--- src/rtl/nbit_code_conv_stream.sv ---
// nbit_code_conv_stream: per-beat binary<->Gray converter with a 2-entry registered output buffer.
// Optional macro CONV_BEAT_CNT_EN adds a 16-bit count of completed output transfers (beat_cnt).
`default_nettype none

module nbit_code_conv_stream #(
   parameter int N = 8
) (
   input  logic         clk,
   input  logic         rst_n,
   input  logic         in_valid,
   output logic         in_ready,
   input  logic [N-1:0] in_data,
   input  logic         in_mode,
   output logic         out_valid,
   input  logic         out_ready,
   output logic [N-1:0] out_data,
   output logic         out_mode
`ifdef CONV_BEAT_CNT_EN
   ,
   output logic [15:0]  beat_cnt
`endif
);

   typedef enum logic [1:0] {
      EMPTY = 2'd0,
      ONE   = 2'd1,
      FULL  = 2'd2
   } state_t;

   state_t       state_q;
   logic [N-1:0] head_data_q;
   logic         head_mode_q;
   logic [N-1:0] tail_data_q;
   logic         tail_mode_q;
   logic [N-1:0] conv_d;
   logic         push;
   logic         pop;

   // Gray-to-binary is a prefix XOR running from the MSB downwards.
   always_comb begin
      conv_d = '0;
      if (in_mode) begin
         conv_d[N-1] = in_data[N-1];
         for (int i = N - 2; i >= 0; i--) begin
            conv_d[i] = conv_d[i+1] ^ in_data[i];
         end
      end else begin
         conv_d = in_data ^ (in_data >> 1);
      end
   end

   assign in_ready  = (state_q != FULL) & rst_n;
   assign out_valid = (state_q != EMPTY);
   assign out_data  = head_data_q;
   assign out_mode  = head_mode_q;
   assign push      = in_valid & in_ready;
   assign pop       = out_valid & out_ready;

   always_ff @(posedge clk) begin
      if (!rst_n) begin
         state_q     <= EMPTY;
         head_data_q <= '0;
         head_mode_q <= 1'b0;
         tail_data_q <= '0;
         tail_mode_q <= 1'b0;
      end else begin
         case (state_q)
            EMPTY: begin
               if (push) begin
                  head_data_q <= conv_d;
                  head_mode_q <= in_mode;
                  state_q     <= ONE;
               end
            end
            ONE: begin
               if (push && pop) begin
                  head_data_q <= conv_d;
                  head_mode_q <= in_mode;
               end else if (push) begin
                  tail_data_q <= conv_d;
                  tail_mode_q <= in_mode;
                  state_q     <= FULL;
               end else if (pop) begin
                  state_q <= EMPTY;
               end
            end
            FULL: begin
               if (pop) begin
                  head_data_q <= tail_data_q;
                  head_mode_q <= tail_mode_q;
                  state_q     <= ONE;
               end
            end
            default: state_q <= EMPTY;
         endcase
      end
   end

`ifdef CONV_BEAT_CNT_EN
   logic [15:0] beat_cnt_q;

   always_ff @(posedge clk) begin
      if (!rst_n) begin
         beat_cnt_q <= 16'd0;
      end else if (pop) begin
         beat_cnt_q <= beat_cnt_q + 16'd1;
      end
   end

   assign beat_cnt = beat_cnt_q;
`endif

endmodule

`default_nettype wire

--- config.mk ---
export PLATFORM = sky130hd
export DESIGN_NAME = nbit_code_conv_stream
export DESIGN_NICKNAME = d
export VERILOG_FILES = /design/src/rtl/nbit_code_conv_stream.sv
export SDC_FILE = /design/constraint.sdc
export NUM_CORES = 1
export LEC_CHECK = 0
export BUFFER_PORTS_ARGS = -buffer_cell sky130_fd_sc_hd__buf_2
export CAP_MARGIN = 20
export CORE_ASPECT_RATIO = 0.9
export CORE_MARGIN = 3
export CORE_UTILIZATION = 52
export CTS_CLUSTER_DIAMETER = 40
export CTS_CLUSTER_SIZE = 16
export DETAILED_ROUTE_END_ITERATION = 10
export PLACE_DENSITY = 0.85
export SLEW_MARGIN = 20
export SYNTH_ARGS = -nofsm -noshare
export SYNTH_HDL_FRONTEND = slang
export SYNTH_SLANG_ARGS = --single-unit
--- constraint.sdc ---
create_clock -name clk -period 2.3 [get_ports clk]
set_input_delay 0.345 -clock clk [delete_from_list [all_inputs] [get_ports clk]]
set_output_delay 0.345 -clock clk [all_outputs]
set_load 0.02 [all_outputs]
==> run_results.csv <==
group,metric,value,unit
outcome,status,"complete, no violations",
grt,grt_overflow_total,0,
setup_path,path_cells,"nand2b_1 > and2_1 > buf_2",
synth,synth_seq_area_share,36.7,%
routing,routed_via_density,5.41,
clocking,insertion_delay,0.30,ns
clocking,tritoncts,"built",
grt,grt_max_degree,20,
run,maxCapViolCount,0,
setup_path,critPathCaptureType,"primary output",
final_layout,seqCellArea,400,um2
setup_path,crit_type,"reg2out",
synth,synth_edf_count,0,
synth,ys_ff_latch,20,
sta,max_freq,578,MHz
synth,yosys-top-cells-count,"nand2_1, dfxtp_1, nand3_1, xnor2_1, o21ai_0",
die,die_x,54.3,um
place,place.gp.congestion,0.836,
routing,final_antenna_net_count,0,
setup_path,path_buf_inv,1,
sta,period_share,75.2,%
sta,finalClockSkew,0.00637,ns
sta,finalSetupTns,0,ns
synth,synth_most_common_cell,"nand2_1",
setup_path,crit_family,"simple AND/OR/NAND/NOR gates",
clocking,hold_buffers,0,
die,die_h,49.4,um
grt,grt_pass1_vias,921,
sta,worst_slew_pin_slew,0.595,ns
sta,min_period,1.73,ns
synth,yosys_most_used_dff,"dfxtp_1",
hold_path,hold_class,"in2reg",
clocking,clk_path_buf_depth,2,
place,port_buffers,23,
place,hpwl,1720,um
grt,grt_use_total,19.8,%
synth,yosys_warnings,0,
clocking,cts.clk_slew.worst_paths,0.11,ns
grt,antenna_found_initial,0,
final_layout,multi_input_area,656,um2
synth,syn_avg_cell_area,8.19,um2
setup_path,required,1.96,ns
setup_path,cp_data_arrival_time,1.38,ns
die,dieArea,2680,um2
routing,wl_per_cell,12.5,um
hold_path,hold_depth,2,
synth,syn_inst,133,
setup_path,reg2regPathDepth,6,
sta,maxSlewViolCount,0,
die,num_rows,15,
clocking,clock_sinks,20,
synth,syn_area,1090,um2
routing,drt_first_pass_iters,4,
setup_path,ff2ff_setup_slack,0.58,ns
final_layout,drive_above_1_share,21.3,%
sta,hold_violations,0,
power_and_ir_drop,ir_drop,303,uV
sta,rsz0062_at_grt,"false",
die,io_pins,24,
die,coreArea,1950,um2
routing,wl,2250,um
die,initial_core_util,55.8,%
routing,drt_iter0_drc,41,
final_layout,finalNonFillerCells,180,
sta,finalSetupViolCount,0,
power_and_ir_drop,power_density,620,nW/um2
final_layout,diodes,0,
sta,slew_headroom,60.2,%
routing,drc,0,
setup_path,critPathMaxStageDelay,0.42,ns
synth,synth_cell_types,26,
synth,async_flop_share,0,%
setup_path,crit_cells,3,
synth,yosys-top-cells-area,"dfxtp_1, nand2_1, xnor2_1, nand3_1, o211a_1",
grt,grt_first_pass_wirelength,3990,um
final_layout,final_net_count,169,
synth,synth_top_area_share,36.7,%
setup_path,path_max_fanout,9,
routing,vias,974,
clocking,cts-htree-levels,1,
clocking,cts_resized,0,
place,dp.cells,176,
synth,synth.largest_area_cell,"dfxtp_1",
power_and_ir_drop,leakagePower,0.000598,uW
clocking,post_cts_buffers,0,
synth,syn-num-nets,146,
clocking,cts_root_buffer,"clkbuf_4",
final_layout,area_growth,15.4,%
clocking,numCtsBuffers,3,
final_layout,fillers,172,
setup_path,crit_slowest_cell,"dfxtp_1",
setup_path,start_kind,"register",
-- layer usage --
| metal | share of wire (%) | up-vias | GRT usage, % |
|---|---|---|---|
| met5 | 0 | - | 0 |
| met4 | 0.89 | 0 | 6.22 |
| met3 | 6.9 | 2 | 3.67 |
| met2 | 46 | 31 | 29.9 |
| met1 | 46 | 445 | 28.0 |
| li1 | - | 496 | - |
-- cells by family after synthesis --
group,after synthesis,synth area share (%)
and+or+nand+nor,60,24.9
buffers and inverters,8,3.10
DFF,20,36.7
xor gates and xnor gates,15,16.4
AOI/OAI and AO/OA,29,17.9
muxes,1,0.919
-- metrics by stage --
step	power [uW]	hold slack [ns]	utilization (%)	area, um2	worst slack (ns)
after floorplan	529	0.421	-	1090	0.475
after detailed placement	584	0.449	62.6	1220	0.333
final	779	0.271	64.4	1260	0.571
after global placement	578	0.445	62.6	1220	0.365
after global routing	821	0.260	64.4	1260	0.428
after CTS	780	0.270	64.4	1260	0.561
-- cell type report --
type	instances	share of cell area, %
tap	25	2.49
sequential	20	31.8
inverter	1	0.299
clock buffer	4	2.89
multi-input combinational	105	52.1
timing repair buffer	25	10.3
-- cells in the final DEF (no fill, tap or decap), types with 2 or more instances in the layout --
cell type,n
buf_2,23
or2_2,2
dfxtp_1,20
o211ai_1,3
and2_1,2
nor2b_1,2
a31oi_1,3
or3_1,2
o211a_1,5
o21ai_0,8
buf_4,2
nand3_1,12
clkbuf_4,3
nand2b_1,3
nand2_1,33
xnor2_1,11
a21boi_0,5
a21oi_1,4
nor2_1,3
-- sequential cells by signal (all words and copies together), names as in the netlist --
name / cells
state_q: 2
tail_mode_q: 1
tail_data_q: 8
out_mode: 1
out_data: 8
-- where the power goes --
part	switching (uW)	leakage (uW)	total, uW	internal, uW
registers	11.3	0.000164	378	367
logic	107	0.000414	197	90.0
clock network	108	0.0000210	204	96.4
total	226	0.000598	779	553
-- final timing paths --
| check | from | end |
|---|---|---|
| max | state_q[0] | in_ready |
| max reg2reg | state_q[1] | out_data[6] |
| min | out_ready | state_q[1] |
| min reg2reg | tail_data_q[2] | tail_data_q[2] |
No activity file was read; power rests on OpenSTA's default activity.
